[src/rtl/controle_pontuacao_if.sv]
// Score-request bus between the game logic and the score-update sequencer.
// The game side (master) raises point requests and iniciar; the sequencer
// (slave) returns the counter pulses, the pending counts and the status flags.
interface controle_pontuacao_if #(
    parameter int PW = 4,
    parameter int BW = 4
) ();
    logic          iniciar;
    logic          acerto;
    logic          erro;
    logic          bonus;
    logic [BW-1:0] bonus_valor;
    logic          inc;
    logic          dec;
    logic          zera_s;
    logic [PW-1:0] pend_sobe;
    logic [PW-1:0] pend_desce;
    logic          ocupado;
    logic          perda;

    modport master (
        output iniciar, acerto, erro, bonus, bonus_valor,
        input  inc, dec, zera_s, pend_sobe, pend_desce, ocupado, perda
    );

    modport slave (
        input  iniciar, acerto, erro, bonus, bonus_valor,
        output inc, dec, zera_s, pend_sobe, pend_desce, ocupado, perda
    );
endinterface

[src/rtl/controle_pontuacao.sv]
// Score-update sequencer: queues credits/debits from game events and replays
// them to the saturating score counter as single-cycle inc/dec pulses,
// alternating between directions under contention, with an optional idle gap
// after each pulse. Also drives the counter's synchronous clear on game start.
module controle_pontuacao #(
    parameter int PMAX      = 15,
    parameter int PW        = 4,
    parameter int BW        = 4,
    parameter int INTERVALO = 0
) (
    input  logic                  clock,
    input  logic                  zera_as_n,
    controle_pontuacao_if.slave   bus
);

    // Sum width wide enough for pend + max bonus + acerto without overflow.
    localparam int             SW      = PW + BW + 1;
    localparam int             GW      = (INTERVALO > 1) ? $clog2(INTERVALO) : 1;
    localparam logic [GW-1:0]  GAP_INI = GW'((INTERVALO > 0) ? INTERVALO - 1 : 0);
    localparam logic [SW-1:0]  LIM     = SW'(PMAX);

    typedef enum logic [1:0] {
        LIVRE  = 2'd0,
        ESPERA = 2'd1,
        ZERA   = 2'd2
    } estado_t;

    // Clamp a pending-count candidate to PMAX; MSB of the result flags truncation.
    function automatic logic [PW:0] satura(input logic [SW-1:0] v);
        if (v > LIM) begin
            return {1'b1, LIM[PW-1:0]};
        end
        return {1'b0, v[PW-1:0]};
    endfunction

    estado_t       r_estado, w_estado_prox;
    logic [GW-1:0] r_gap, w_gap_prox;
    logic          r_ultimo_sobe, w_ultimo_prox;   // 1: last pulse was inc

    logic [PW-1:0] r_pend_sobe, r_pend_desce;
    logic [PW-1:0] w_pend_sobe_prox, w_pend_desce_prox;
    logic          r_inc, r_dec, r_zera_s, r_ocupado, r_perda;
    logic          w_inc_prox, w_dec_prox, w_zera_prox, w_ocupado_prox, w_perda_prox;

    logic          w_emite_sobe, w_emite_desce;
    logic [SW-1:0] w_soma_sobe, w_soma_desce;
    logic [PW:0]   w_sat_sobe, w_sat_desce;

    // Issue choice from the pending counts held before this edge's additions.
    always_comb begin
        w_emite_sobe  = 1'b0;
        w_emite_desce = 1'b0;
        if (r_estado == LIVRE) begin
            if ((r_pend_sobe != '0) && (r_pend_desce != '0)) begin
                w_emite_sobe  = ~r_ultimo_sobe;
                w_emite_desce = r_ultimo_sobe;
            end else begin
                w_emite_sobe  = (r_pend_sobe != '0);
                w_emite_desce = (r_pend_desce != '0);
            end
        end
    end

    // Credits and debits are accumulated separately: the counter saturates,
    // so they must never cancel each other here.
    assign w_soma_sobe  = SW'(r_pend_sobe) - SW'(w_emite_sobe) + SW'(bus.acerto)
                        + (bus.bonus ? SW'(bus.bonus_valor) : '0);
    assign w_soma_desce = SW'(r_pend_desce) - SW'(w_emite_desce) + SW'(bus.erro);
    assign w_sat_sobe   = satura(w_soma_sobe);
    assign w_sat_desce  = satura(w_soma_desce);

    // Next state, gap count and registered outputs; iniciar overrides everything.
    always_comb begin
        w_estado_prox     = r_estado;
        w_gap_prox        = r_gap;
        w_ultimo_prox     = r_ultimo_sobe;
        w_pend_sobe_prox  = w_sat_sobe[PW-1:0];
        w_pend_desce_prox = w_sat_desce[PW-1:0];
        w_perda_prox      = r_perda | w_sat_sobe[PW] | w_sat_desce[PW];
        w_inc_prox        = w_emite_sobe;
        w_dec_prox        = w_emite_desce;
        w_zera_prox       = 1'b0;

        if (bus.iniciar) begin
            w_estado_prox     = ZERA;
            w_gap_prox        = '0;
            w_ultimo_prox     = 1'b0;
            w_pend_sobe_prox  = '0;
            w_pend_desce_prox = '0;
            w_perda_prox      = 1'b0;
            w_inc_prox        = 1'b0;
            w_dec_prox        = 1'b0;
            w_zera_prox       = 1'b1;
        end else begin
            case (r_estado)
                LIVRE: begin
                    if (w_emite_sobe | w_emite_desce) begin
                        w_ultimo_prox = w_emite_sobe;
                        if (INTERVALO > 0) begin
                            w_estado_prox = ESPERA;
                            w_gap_prox    = GAP_INI;
                        end
                    end
                end
                ESPERA: begin
                    if (r_gap == '0) begin
                        w_estado_prox = LIVRE;
                    end else begin
                        w_gap_prox = r_gap - GW'(1);
                    end
                end
                ZERA:    w_estado_prox = LIVRE;
                default: w_estado_prox = LIVRE;
            endcase
        end

        w_ocupado_prox = (w_pend_sobe_prox != '0) | (w_pend_desce_prox != '0)
                       | (w_estado_prox != LIVRE) | w_inc_prox | w_dec_prox;
    end

    // FSM state, gap counter and direction memory.
    always_ff @(posedge clock or negedge zera_as_n) begin
        if (!zera_as_n) begin
            r_estado      <= LIVRE;
            r_gap         <= '0;
            r_ultimo_sobe <= 1'b0;
        end else begin
            r_estado      <= w_estado_prox;
            r_gap         <= w_gap_prox;
            r_ultimo_sobe <= w_ultimo_prox;
        end
    end

    // Pending queues and output registers; reset drops all pending work at once.
    always_ff @(posedge clock or negedge zera_as_n) begin
        if (!zera_as_n) begin
            r_pend_sobe  <= '0;
            r_pend_desce <= '0;
            r_inc        <= 1'b0;
            r_dec        <= 1'b0;
            r_zera_s     <= 1'b0;
            r_ocupado    <= 1'b0;
            r_perda      <= 1'b0;
        end else begin
            r_pend_sobe  <= w_pend_sobe_prox;
            r_pend_desce <= w_pend_desce_prox;
            r_inc        <= w_inc_prox;
            r_dec        <= w_dec_prox;
            r_zera_s     <= w_zera_prox;
            r_ocupado    <= w_ocupado_prox;
            r_perda      <= w_perda_prox;
        end
    end

    assign bus.inc        = r_inc;
    assign bus.dec        = r_dec;
    assign bus.zera_s     = r_zera_s;
    assign bus.pend_sobe  = r_pend_sobe;
    assign bus.pend_desce = r_pend_desce;
    assign bus.ocupado    = r_ocupado;
    assign bus.perda      = r_perda;

endmodule

[src/flat_wrapper.sv]
// flat-port wrapper written by rule: the top's interface ports become plain ports
module controle_pontuacao_flat 
#(
    parameter int PMAX      = 15,
    parameter int PW        = 4,
    parameter int BW        = 4,
    parameter int INTERVALO = 0
)
  (clock, zera_as_n, bus_iniciar, bus_acerto, bus_erro, bus_bonus, bus_bonus_valor, bus_inc, bus_dec, bus_zera_s, bus_pend_sobe, bus_pend_desce, bus_ocupado, bus_perda);
  controle_pontuacao_if #(.PW(PW), .BW(BW)) bus_i ();
  input  logic clock;
  input  logic zera_as_n;
  input wire logic [$bits(bus_i.iniciar)-1:0] bus_iniciar;
  input wire logic [$bits(bus_i.acerto)-1:0] bus_acerto;
  input wire logic [$bits(bus_i.erro)-1:0] bus_erro;
  input wire logic [$bits(bus_i.bonus)-1:0] bus_bonus;
  input wire logic [$bits(bus_i.bonus_valor)-1:0] bus_bonus_valor;
  output wire logic [$bits(bus_i.inc)-1:0] bus_inc;
  output wire logic [$bits(bus_i.dec)-1:0] bus_dec;
  output wire logic [$bits(bus_i.zera_s)-1:0] bus_zera_s;
  output wire logic [$bits(bus_i.pend_sobe)-1:0] bus_pend_sobe;
  output wire logic [$bits(bus_i.pend_desce)-1:0] bus_pend_desce;
  output wire logic [$bits(bus_i.ocupado)-1:0] bus_ocupado;
  output wire logic [$bits(bus_i.perda)-1:0] bus_perda;
  assign bus_i.iniciar = bus_iniciar;
  assign bus_i.acerto = bus_acerto;
  assign bus_i.erro = bus_erro;
  assign bus_i.bonus = bus_bonus;
  assign bus_i.bonus_valor = bus_bonus_valor;
  assign bus_inc = bus_i.inc;
  assign bus_dec = bus_i.dec;
  assign bus_zera_s = bus_i.zera_s;
  assign bus_pend_sobe = bus_i.pend_sobe;
  assign bus_pend_desce = bus_i.pend_desce;
  assign bus_ocupado = bus_i.ocupado;
  assign bus_perda = bus_i.perda;
  controle_pontuacao #(.PMAX(PMAX), .PW(PW), .BW(BW), .INTERVALO(INTERVALO)) u_core (.clock(clock), .zera_as_n(zera_as_n), .bus(bus_i));
endmodule
[config.mk]
export PLATFORM = sky130hd
export DESIGN_NAME = controle_pontuacao_flat
export DESIGN_NICKNAME = d
export VERILOG_FILES = /design/src/rtl/controle_pontuacao_if.sv /design/src/rtl/controle_pontuacao.sv /design/src/flat_wrapper.sv
export SDC_FILE = /design/constraint.sdc
export NUM_CORES = 1
export LEC_CHECK = 0
export ABC_AREA = 1
export CORE_MARGIN = 8
export CORE_UTILIZATION = 57
export CTS_BUF_LIST = sky130_fd_sc_hd__clkbuf_4 sky130_fd_sc_hd__clkbuf_8
export DETAILED_ROUTE_END_ITERATION = 12
export MAX_ROUTING_LAYER = met4
export PLACE_DENSITY = 0.93
export SYNTH_ARGS = -nofsm -noshare
export SYNTH_HDL_FRONTEND = slang
export SYNTH_SLANG_ARGS = --single-unit
export TNS_END_PERCENT = 50
[constraint.sdc]
create_clock -name clock -period 7 [get_ports clock]
set_clock_uncertainty 0.05 [all_clocks]
set_input_delay 1.4 -clock clock [delete_from_list [all_inputs] [get_ports clock]]
set_output_delay 1.4 -clock clock [all_outputs]
set_load 0.01 [all_outputs]
# After elaboration in Yosys (flattened, before gate mapping)
# Cells that the tools add are included.
dict set report totals {
  reg_bits 17
  input_bits 10
}
dict set report op_classes {
  addsub 6
  order_cmp 2
  n_eq_ne 1
  mux 26
  n_bitwise 8
  reduce_logical 11
}
# operator count
set ops {}
lappend ops {{5-bit 2-to-1 mux} 4}
lappend ops {{9-bit by 1-bit adder with 9-bit output} 2}
lappend ops {{9-bit by 4-bit greater-than comparator with 1-bit output (second input constant)} 2}
lappend ops {{1-bit 2-to-1 mux} 16}
lappend ops {{4-bit nonzero test} 4}
lappend ops {{4-bit 2-to-1 mux} 3}
lappend ops {{4-bit by 1-bit subtractor with 5-bit output} 2}
lappend ops {{9-bit adder} 1}
lappend ops {{2-bit nonzero test} 4}
lappend ops {{1-bit OR} 7}
lappend ops {{2-bit 2-to-1 mux} 2}
lappend ops {{2-bit case mux with 2 select lines} 1}
lappend ops {{2-bit by 1-bit equality test with 1-bit output (second input constant)} 1}
lappend ops {{2-bit logical NOT} 1}
lappend ops {{2-bit AND reduction} 1}
lappend ops {{1-bit logical AND} 1}
lappend ops {{1-bit inverter} 1}
lappend ops {{1-bit subtractor (second input constant)} 1}

# Logic depth before layout (Yosys ltp)
# Gate-level depths: netlist of run 1.
dict set report logic_depth {
  depth_word 16
  mapped_depth 20
  mapped_depth_nobuf 20
}

# Worst setup path before layout of run 1
# No wires, ideal clock.
dict set report synth_timing {
  path_kind {input to register}
  start {input port bus_acerto}
  end {register u_core.r_ocupado, in the netlist u_core.bus.ocupado}
  setup_time_ns 0.119
  t_arrival_ns 3.382
  slack_ns 3.449
  cell_stages 12
  n_path_buf 0
  path_cell_list {inv_1 -> fa_1 -> fa_1 -> o21a_1 -> ha_1 -> inv_1 -> nor2_1 -> nand4_1 -> nor2_1 -> nand2_1 -> nor2_1 -> nand2_1}
}
dict set report synth_via {
  elab_chain_len 11
}
# element line
set synth_rtl {}
lappend synth_rtl {{start, declared} flat_wrapper.sv:14} ;# input wire logic [$bits(bus_i.acerto)-1:0] bus_acerto;
lappend synth_rtl {{9-bit by 1-bit adder with 9-bit output (*)} controle_pontuacao.sv:66} ;# assign w_soma_sobe = SW'(r_pend_sobe) - SW'(w_emite_sobe) + SW'(bus.acerto)
lappend synth_rtl {{9-bit adder (*)} controle_pontuacao.sv:67} ;# + (bus.bonus ? SW'(bus.bonus_valor) : '0);
lappend synth_rtl {{9-bit by 4-bit greater-than comparator with 1-bit output} controle_pontuacao.sv:30} ;# if (v > LIM) begin
lappend synth_rtl {{1-bit 2-to-1 mux} controle_pontuacao.sv:30}
lappend synth_rtl {{5-bit 2-to-1 mux (*)} controle_pontuacao.sv:33} ;# return {1'b0, v[PW-1:0]};
lappend synth_rtl {{4-bit 2-to-1 mux (*)} controle_pontuacao.sv:84} ;# if (bus.iniciar) begin
lappend synth_rtl {{4-bit nonzero test (*)} controle_pontuacao.sv:117} ;# w_ocupado_prox = (w_pend_sobe_prox != '0) | (w_pend_desce_prox != '0)
lappend synth_rtl {{1-bit OR (*)} controle_pontuacao.sv:117}
lappend synth_rtl {{1-bit OR (*) (3 in series)} controle_pontuacao.sv:118} ;# | (w_estado_prox != LIVRE) | w_inc_prox | w_dec_prox;
lappend synth_rtl {{net u_core.w_ocupado_prox} controle_pontuacao.sv:43} ;# logic w_inc_prox, w_dec_prox, w_zera_prox, w_ocupado_prox, w_perda_prox;
lappend synth_rtl {{end signal, assigned} controle_pontuacao.sv:150} ;# r_ocupado <= w_ocupado_prox;
lappend synth_rtl {{end, declared} controle_pontuacao.sv:42} ;# logic r_inc, r_dec, r_zera_s, r_ocupado, r_perda;
# Mark *: on every way through the listed nets, which the timed path passes. The rest lies on a longest branch.
# A chain may end at the register's enable or synchronous reset.

# Worst setup path in the final report of run 1
dict set report layout_timing {
  start {input port bus_bonus}
  end {register u_core.r_ocupado, in the netlist u_core.bus.ocupado}
}
dict set report layout_via {
  elab_chain_len 11
}
# element line
set layout_rtl {}
lappend layout_rtl {{start, declared} flat_wrapper.sv:16} ;# input wire logic [$bits(bus_i.bonus)-1:0] bus_bonus;
lappend layout_rtl {{4-bit 2-to-1 mux (*)} controle_pontuacao.sv:67}
lappend layout_rtl {{9-bit adder (*)} controle_pontuacao.sv:67}
lappend layout_rtl {{9-bit by 4-bit greater-than comparator with 1-bit output} controle_pontuacao.sv:30}
lappend layout_rtl {{1-bit 2-to-1 mux} controle_pontuacao.sv:30}
lappend layout_rtl {{5-bit 2-to-1 mux (*)} controle_pontuacao.sv:33}
lappend layout_rtl {{4-bit 2-to-1 mux (*)} controle_pontuacao.sv:84}
lappend layout_rtl {{4-bit nonzero test (*)} controle_pontuacao.sv:117}
lappend layout_rtl {{1-bit OR (*)} controle_pontuacao.sv:117}
lappend layout_rtl {{1-bit OR (*) (3 in series)} controle_pontuacao.sv:118}
lappend layout_rtl {{net u_core.w_ocupado_prox} controle_pontuacao.sv:43}
# Marks and branches as above.

==> run_results.csv, run 1 <==
group,metric,value,unit
grt,grt_pass1_wl,4480,um
sta,slew_violations,0,
clocking,cts_setup_buffers,0,
worst_setup_path,worstPathRequired,7.15,ns
flow_run,drv_cap,0,
yosys,ys_warn_count,0,
placement,dp_hpwl,2270,um
detailed_routing,via_per_inst,5.15,
clocking,cts_hold_buf,0,
detailed_routing,met2WireLength,1440,um
sta,max_freq,250,MHz
detailed_routing,wl_met3,182,um
yosys,synth_flop_cell,"dfrtp_1",
clocking,clock_latency,0.30,ns
placement,place_congestion,0.867,
clocking,post_cts_resized,0,
yosys,syn_area,0.00117,sq mm
sta,setup_ws,3.01,ns
worst_hold_path,min_from,"u_core.r_estado[1]",
sta,setup_viol,0,
grt,grt_remaining_overflow,0,
clocking,h-tree-depth,1,
sta,max_slew_margin,54.2,%
floorplanning,coreArea,0.00194,sq mm
finish,nets,202,
floorplanning,ios,23,
detailed_routing,drt-met1-wl,1030,um
yosys,synth_area_per_cell,7.70,sq um
yosys,ys_top_cells_by_count,"34 x inv_1, 32 x nand2_1, 16 x dfrtp_1",
detailed_routing,wl_per_cell,13.1,um
detailed_routing,first_pass_iters,4,
worst_setup_path,r2r-start,"u_core.bus.pend_desce[2]",
worst_setup_path,worst-setup-path-type,"primary input to flip-flop",
sta,tns,0,ns
clocking,path_clk_slew,0.10,ns
clocking,cts.sinks,16,
yosys,async_flop_share,100,%
power,p_leak,0.821,nW
floorplanning,die_width,61.3,um
yosys,yosysSeqAreaShare,34.2,%
detailed_routing,routed.top_layer,"met4",
sta,worst_pin_slew,0.684,ns
finish,n_antenna_cell,0,
worst_hold_path,hp-class,"flip-flop to flip-flop",
power,powerDensity,375,mW/mm^2
grt,grt_usage,16.8,%
yosys,synthCells,152,
worst_setup_path,end_kind,"flip-flop",
finish,final_layout_size_suffix_gt1_share,7.95,%
yosys,synth_top_area_share,34.2,%
finish,fillers,148,
detailed_routing,wirelength,2660,um
yosys,synth_edf_count,0,
grt,grt_max_degree,17,
clocking,ctsLongestPathBuffers,2,
yosys,netlist-cell-type-count,25,
sta,min_period,3.99,ns
floorplanning,start_util,60.2,%
yosys,synth.most_common_cell,"inv_1",
placement,portBuffers,22,
floorplanning,die_h,61.3,um
detailed_routing,drt_first_iter_violations,26,
grt,antenna_found_initial,0,
sta,rsz0062_at_grt,"no",
worst_setup_path,arrival,4.14,ns
power,ir_drop,0.000225,V
detailed_routing,via_count,1046,
floorplanning,dieArea,0.00376,sq mm
grt,grt_pass1_vias,1062,
yosys,ys_ff_latch,16,
yosys,synth_nets,176,
clocking,cts_root_buffer,"clkbuf_4",
floorplanning,std_cell_rows,16,
placement,post-place-ws,2.73,ns
detailed_routing,drc_errors,0,
clocking,cts_tree,"done",
finish,area_growth,23.3,%
run_status,status,"complete, no violations",
sta,hold_viol_final,0,
clocking,numCtsBuffers,3,
yosys,synth_top_area_cell,"dfrtp_1",
worst_setup_path,cp-startpoint,"bus_bonus",
detailed_routing,ant_nets,0,
worst_setup_path,cp_max_fo,5,
worst_setup_path,crit_path_start_kind,"primary input",
yosys,yosys-top-cells-area,"dfrtp_1 34%, ha_1 13%, inv_1 11%",
sta,min_period_over_period,57.0,%
-- per-stage QoR --
step / instances / cell area, sq um / total power [mW] / hold slack (ns) / util [%]
3_3_place_gp: 200 / 1420 / 0.471 / 0.479 / 73.1
2_1_floorplan: 152 / 1170 / 0.373 / 0.466 / -
3_5_place_dp: 200 / 1420 / 0.490 / 0.517 / 73.1
5_1_grt: 203 / 1440 / 0.594 / 0.577 / 74.3
6_report: 203 / 1440 / 0.541 / 0.539 / 74.3
4_1_cts: 203 / 1440 / 0.540 / 0.531 / 74.3
-- logic make-up (layout without fill, tap and decap cells) --
| family | Yosys count | after routing | synth area share, % |
|---|---|---|---|
| other | 1 | 1 | 0.321 |
| XOR/XNOR | 4 | 4 | 2.99 |
| AO/OA/AOI/OAI | 6 | 6 | 3.64 |
| AND/OR/NAND/NOR | 74 | 74 | 30.7 |
| adder cells (fa/ha/maj) | 14 | 14 | 16.3 |
| flip-flops | 16 | 16 | 34.2 |
| buffers and inverters | 37 | 61 | 11.9 |
-- per-layer routing --
metal  vias to the layer above  GRT usage [%]
li1                        518              -
met1                       495           16.4
met2                        31           30.6
met3                         2           5.43
met4                         0           5.65
met5                         -              -
-- power breakdown --
| part | internal, mW | total, mW | switching, mW |
|---|---|---|---|
| sequential | 0.120 | 0.142 | 0.0220 |
| clock | 0.0201 | 0.0501 | 0.0301 |
| combinational | 0.151 | 0.349 | 0.198 |
-- critical path: stages --
cell and delay, ns:
clkdlybuf4s50_1 0.52, nand2_1 0.08, fa_1 0.41, fa_1 0.45, o21a_1 0.21, ha_1 0.27
inv_1 0.03, nor2_1 0.22, nand4_1 0.17, nor2_1 0.15, nand2_1 0.07, nor2_1 0.09
nand2_1 0.06
-- state kept, by name, indices dropped and copies added, names as in the netlist --
register and flops:
u_core.bus.pend_desce 4, u_core.bus.pend_sobe 4, u_core.r_estado 2, u_core.bus.dec 1, u_core.bus.inc 1, u_core.bus.ocupado 1
u_core.bus.perda 1, u_core.bus.zera_s 1, u_core.r_ultimo_sobe 1
-- cell type report --
cell class                      count  area [sq um]  share of cell area, %
Clock buffer                        3          22.5                   1.56
Inverter                           36           135                   9.37
Multi-Input combinational cell     99           631                   43.7
Sequential cell                    16           400                   27.8
Tap cell                           27          33.8                   2.34
Timing Repair Buffer               22           220                   15.3
-- final timing paths --
kind,to,slack [ns],cells past startpoint
worst min register to register,u_core.bus.dec,0.54,3
max in group asynchronous,u_core.bus.pend_sobe[3],5.00,1
min in group asynchronous,u_core.r_estado[0],1.46,1
worst min-delay path,u_core.bus.dec,0.54,3
worst max-delay path,u_core.bus.ocupado,3.01,13
worst max register to register,u_core.bus.ocupado,3.46,17
-- cell usage in the layout (no fill, tap or decap), types with 3 or more instances in the layout --
cell / instances
inv_1: 34
nand2_1: 32
clkdlybuf4s50_1: 22
dfrtp_1: 16
nor2_1: 13
nand3_1: 12
ha_1: 12
nand4_1: 5
xor2_1: 4
nand2_2: 3
clkbuf_4: 3
No activity file was read; power rests on OpenSTA's default activity.
==> run 2: changes to the inputs <==
- CORE_UTILIZATION: 57 -> 53
- PLACE_DENSITY: 0.93 -> 0.88
- clock period: 7 -> 3.95 ns (I/O delays scaled with it)
==> run_results.csv, run 2 (same netlist as run 1, synthesis figures left out) <==
group,metric,value,unit
run_status,status,"complete, no violations",
flow_run,drv_cap,0,
clocking,post_cts_resized,0,
detailed_routing,via_count,1017,
clocking,ctsLongestPathBuffers,2,
worst_setup_path,worstPathRequired,4.07,ns
finish,final_cell_mix,"34 x inv_1, 32 x nand2_1, 22 x clkdlybuf4s50_1",
grt,grt_remaining_overflow,0,
clocking,cts_hold_buf,0,
worst_setup_path,crit_path_start_kind,"flip-flop",
clocking,path_clk_slew,0.10,ns
finish,area_growth,24.6,%
finish,utilization,67.9,%
floorplanning,std_cell_rows,17,
floorplanning,ios,23,
sta,min_period_over_period,89.5,%
grt,grt_pass1_wl,4650,um
sta,min_period,3.53,ns
clocking,cts_root_buffer,"clkbuf_4",
detailed_routing,first_pass_iters,4,
power,ir_drop,0.000366,V
clocking,numCtsBuffers,3,
sta,max_freq,283,MHz
sta,setup_viol,0,
sta,tns,0,ns
grt,grt_pass1_vias,1070,
sta,hold_viol_final,0,
worst_setup_path,end_kind,"flip-flop",
clocking,cts_setup_buffers,0,
finish,nets,202,
grt,antenna_found_initial,0,
grt,grt_usage,14.3,%
worst_hold_path,hp-class,"flip-flop to flip-flop",
detailed_routing,wirelength,2600,um
detailed_routing,drc_errors,0,
power,p_leak,0.828,nW
power,powerDensity,674,mW/mm^2
clocking,clock_latency,0.27,ns
floorplanning,die_width,63.0,um
worst_setup_path,worst-setup-path-type,"flip-flop to flip-flop",
sta,slew_violations,0,
placement,place_congestion,0.851,
sta,rsz0062_at_grt,"no",
placement,placedInstanceArea,0.00142,sq mm
detailed_routing,ant_nets,0,
detailed_routing,drt_first_iter_violations,38,
finish,final_common_cell,"inv_1",
floorplanning,dieArea,0.00397,sq mm
placement,portBuffers,22,
floorplanning,coreArea,0.00215,sq mm
worst_setup_path,reg2reg_slack,0.42,ns
worst_setup_path,cp_max_fo,5,
floorplanning,die_h,63.0,um
detailed_routing,via_per_inst,4.96,
grt,grt_max_degree,17,
clocking,cts_tree,"done",
worst_setup_path,arrival,3.65,ns
sta,max_slew_margin,53.2,%
sta,worst_pin_slew,0.699,ns
power,finalPower,0.982,mW
floorplanning,start_util,54.5,%
clocking,cts.sinks,16,
finish,final_layout_size_suffix_gt1_share,8.47,%
clocking,h-tree-depth,1,
placement,dp_hpwl,2200,um
finish,n_antenna_cell,0,
finish,final_area,0.00146,sq mm
detailed_routing,wl_per_cell,12.7,um
[run 2: cell types whose count changed in the layout (fill, tap and decap cells not counted), sizes merged]
| cell | previous run | this run |
|---|---|---|
| clkbuf | 3 | 4 |
[run 2: cell type report]
class	instances	area, sq um
Multi-Input combinational cell	99	631
Clock buffer	4	36.3
Inverter	36	135
Fill cell	179	691
Sequential cell	16	400
Timing Repair Buffer	22	220
Tap cell	28	35.0
[run 2: per-layer routing]
layer	vias to the layer above	wire, um	GRT usage [%]
li1	518	-	-
met1	477	1170	16.6
met2	20	1300	24.6
met3	2	106	3.76
met4	0	16	1.71
met5	-	0	-
[run 2: worst paths after layout]
kind / startpoint / end / depth (start not counted)
worst min register to register: u_core.r_ultimo_sobe / u_core.r_ultimo_sobe / 2
worst max register to register: u_core.bus.pend_sobe[2] / u_core.bus.ocupado / 16
max in group asynchronous: zera_as_n / u_core.bus.pend_sobe[3] / 1
worst min-delay path: u_core.r_ultimo_sobe / u_core.r_ultimo_sobe / 2
worst max-delay path: u_core.bus.pend_sobe[2] / u_core.bus.ocupado / 16
min in group asynchronous: zera_as_n / u_core.bus.inc / 1
[run 2: per-stage QoR]
step           hold WS [ns]  setup slack, ns  instances
6_report              0.514            0.415        205
5_1_grt               0.553            0.214        205
4_1_cts               0.518            0.425        205
3_5_place_dp          0.487            0.283        201
3_3_place_gp          0.483            0.454        201
2_1_floorplan         0.444            0.728        152
[run 2: critical path, cell delays in order, from the launching register on]
cell and delay, ns:
dfrtp_1 0.44, nor2_1 0.15, nand3_1 0.10, nand3_1 0.17, inv_1 0.07, ha_1 0.29, fa_1 0.45, fa_1 0.46
o21a_1 0.22, ha_1 0.26, inv_1 0.03, nor2_1 0.24, nand4_1 0.17, nor2_1 0.12, nand2_1 0.05, nor2_1 0.08
nand2_1 0.07
[run 2: power by group]
| part | leakage (nW) | internal (mW) | switching (mW) | total [mW] |
|---|---|---|---|---|
| sequential | 0.202 | 0.212 | 0.0372 | 0.249 |
| clock | 0.0210 | 0.0559 | 0.0501 | 0.106 |
| combinational | 0.605 | 0.271 | 0.356 | 0.627 |
| total | 0.828 | 0.539 | 0.443 | 0.982 |
==> run 3: changes to the inputs <==
- ABC_AREA: 1 -> unset
- CORE_UTILIZATION: 53 -> 52
- PLACE_DENSITY: 0.88 -> 0.87
==> run_results.csv, run 3 <==
group,metric,value,unit
yosys,synth_top_area_cell,"dfrtp_1",
yosys,synth_edf_count,0,
clocking,cts_tree,"done",
detailed_routing,drc_errors,0,
finish,final_common_cell,"clkdlybuf4s50_1",
yosys,yosysSeqAreaShare,35.9,%
detailed_routing,via_count,932,
worst_setup_path,crit_path_start_kind,"flip-flop",
finish,fillers,163,
worst_setup_path,worstPathRequired,4.08,ns
yosys,synth.area.mux_share,1.01,%
floorplanning,dieArea,0.00388,sq mm
yosys,syn_area,0.00111,sq mm
grt,grt_max_degree,17,
worst_setup_path,arrival,3.82,ns
yosys,netlist-cell-type-count,38,
detailed_routing,ant_nets,0,
worst_setup_path,reg2reg_slack,0.26,ns
detailed_routing,via_per_inst,5.58,
power,p_leak,0.655,nW
yosys,synth_nets,141,
power,swShare,42.8,%
finish,final_cell_mix,"22 x clkdlybuf4s50_1, 16 x inv_1, 15 x dfrtp_1",
worst_setup_path,crit_cells,15,
yosys,synth_flop_cell,"dfrtp_1",
finish,n_antenna_cell,0,
sta,max_slew_margin,52.6,%
worst_setup_path,end_kind,"flip-flop",
placement,dp_hpwl,2110,um
worst_hold_path,min_path_cells,2,
clocking,h-tree-depth,1,
worst_setup_path,crit_buf_inv,1,
sta,hold_slack,0.496,ns
clocking,ctsLongestPathBuffers,2,
sta,hold_viol_final,0,
sta,rsz0062_at_grt,"no",
power,p_int,0.529,mW
run_status,status,"complete, no violations",
power,ir_drop,0.000420,V
placement,portBuffers,22,
power,combinationalPowerShare,58.0,%
floorplanning,start_util,55.7,%
power,powerDensity,656,mW/mm^2
yosys,ys_warn_count,0,
worst_setup_path,critPathTopFamily,"adder cells",
worst_setup_path,reg2reg_depth,15,
floorplanning,die_h,62.3,um
worst_setup_path,worstPathCellList,"nor4_4 -> nor3_1 -> o21ai_0 -> inv_1 -> ha_1 -> fa_1 -> fa_1 -> and2b_1 -> a221oi_1 -> ha_1 -> nand4b_1 -> nor4_1 -> nand2_1 -> nor2_1 -> nand4_1",
finish,nets,165,
sta,min_period_over_period,93.4,%
power,power_frac_clock,12.0,%
yosys,yosys-top-cells-area,"dfrtp_1 36%, ha_1 13%, inv_1 5.4%",
floorplanning,die_width,62.3,um
finish,final_layout_size_suffix_gt1_share,9.29,%
sta,min_period,3.69,ns
sta,max_freq,271,MHz
yosys,synthAdderAreaFrac,17.1,%
clocking,path_clk_slew,0.10,ns
floorplanning,std_cell_rows,16,
clocking,cts_setup_buffers,0,
finish,area_growth,26.4,%
yosys,async_flop_share,100,%
placement,place_congestion,0.845,
detailed_routing,wirelength,2640,um
clocking,cts_hold_buf,0,
clocking,clock_latency,0.30,ns
worst_hold_path,hp-class,"flip-flop to flip-flop",
worst_setup_path,cp-startpoint,"u_core.bus.pend_sobe[2]",
sta,setup_viol,0,
grt,grt_pass1_wl,4480,um
finish,final_cells,167,
clocking,numCtsBuffers,3,
worst_setup_path,crit_path_max_incr_delay,0.48,ns
power,p_seq_share,30.0,%
power,switchingPower,0.396,mW
sta,slew_violations,0,
clocking,cts_root_buffer,"clkbuf_4",
floorplanning,coreArea,0.00200,sq mm
yosys,yosys.area_share.xor_xnor,5.50,%
sta,worst_pin_slew,0.709,ns
yosys,ys_ff_latch,16,
detailed_routing,first_pass_iters,4,
grt,grt_remaining_overflow,0,
grt,grt_pass1_vias,1052,
worst_setup_path,cp_max_fo,6,
worst_setup_path,crit_slowest_cell,"dfrtp_2",
floorplanning,ios,23,
grt,antenna_found_initial,0,
worst_setup_path,crit_path_end,"u_core.bus.ocupado",
yosys,synthCells,117,
worst_setup_path,worst-setup-path-type,"flip-flop to flip-flop",
worst_setup_path,reg2reg_to,"u_core.bus.ocupado",
detailed_routing,wl_per_cell,15.8,um
placement,dpl.cell_count,163,
worst_setup_path,r2r-start,"u_core.bus.pend_sobe[2]",
yosys,synth_area_per_cell,9.53,sq um
power,finalPower,0.924,mW
yosys,synth_compound_area_share,12.7,%
flow_run,drv_cap,0,
clocking,post_cts_resized,0,
yosys,synth-simple-area-share,20.1,%
sta,tns,0,ns
yosys,ys_top_cells_by_count,"16 x dfrtp_1, 16 x inv_1, 12 x ha_1",
grt,grt_usage,14.3,%
clocking,cts.sinks,16,
yosys,synth_top_family_by_area,"simple AND/OR/NAND/NOR gates",
yosys,synth_top_area_share,35.9,%
detailed_routing,drt_first_iter_violations,30,
==> run 3: changes by cell type after synthesis, sizes merged, moves of 4 or more <==
cell | before | now
a21oi | 2 | 10
inv | 35 | 17
nand2 | 37 | 7
nand3 | 14 | 1
nand4 | 5 | 1
nor2 | 15 | 6
xnor2 | 0 | 4
==> run 3: worst min-delay path, stage by stage (launching register included) <==
cell and delay [ns]:
dfrtp_1 0.39, inv_1 0.05, a31oi_1 0.07
==> run 3: worst min path at each step <==
stage,start,slack [ns],end
after global routing,u_core.bus.perda,0.54,u_core.bus.perda
after global placement,u_core.bus.perda,0.48,u_core.bus.perda
after floorplan,zera_as_n,0.44,u_core.bus.dec
after CTS,u_core.bus.perda,0.50,u_core.bus.perda
final,u_core.bus.perda,0.50,u_core.bus.perda
after detailed placement,u_core.bus.perda,0.48,u_core.bus.perda
==> run 3: power by group through the flow <==
stage | combinational, mW | sequential [mW] | clock, mW
floorplan | 0.339 | 0.272 | 0
global placement | 0.500 | 0.262 | 0
detailed placement | 0.522 | 0.267 | 0
CTS | 0.529 | 0.264 | 0.112
global route | 0.594 | 0.285 | 0.120
finish | 0.536 | 0.277 | 0.111
==> run 3: per-stage QoR <==
stage | setup slack, ns | util [%] | cell area (sq um)
4_1_cts | 0.0915 | 69.3 | 1390
2_1_floorplan | 0.512 | - | 1110
6_report | 0.262 | 70.4 | 1410
3_5_place_dp | 0.155 | 67.4 | 1350
3_3_place_gp | 0.289 | 67.4 | 1350
5_1_grt | 0.0284 | 70.4 | 1410
==> run 3: cell families after synthesis <==
kind of cell | after synthesis
buffers and inverters | 20
multiplexers | 1
XOR/XNOR | 7
adder cells (fa/ha/maj) | 14
flip-flops | 16
AND/OR/NAND/NOR | 36
AO/OA/AOI/OAI | 22
other | 1
==> run 3: cell type report <==
class / instances / area, sq um / share of cell area (%)
Timing Repair Buffer: 22 / 220 / 15.6
Sequential cell: 16 / 402 / 28.5
Tap cell: 27 / 33.8 / 2.40
Clock buffer: 4 / 36.3 / 2.58
Inverter: 17 / 63.8 / 4.53
Multi-Input combinational cell: 81 / 653 / 46.4
==> run 3: per-layer routing <==
layer / wire length, um / up-vias / track usage (%)
met5: 0 / - / -
met4: 54 / 0 / 6.27
met3: 153 / 8 / 4.48
met2: 1430 / 35 / 27.3
met1: 1000 / 441 / 12.5
li1: - / 448 / -
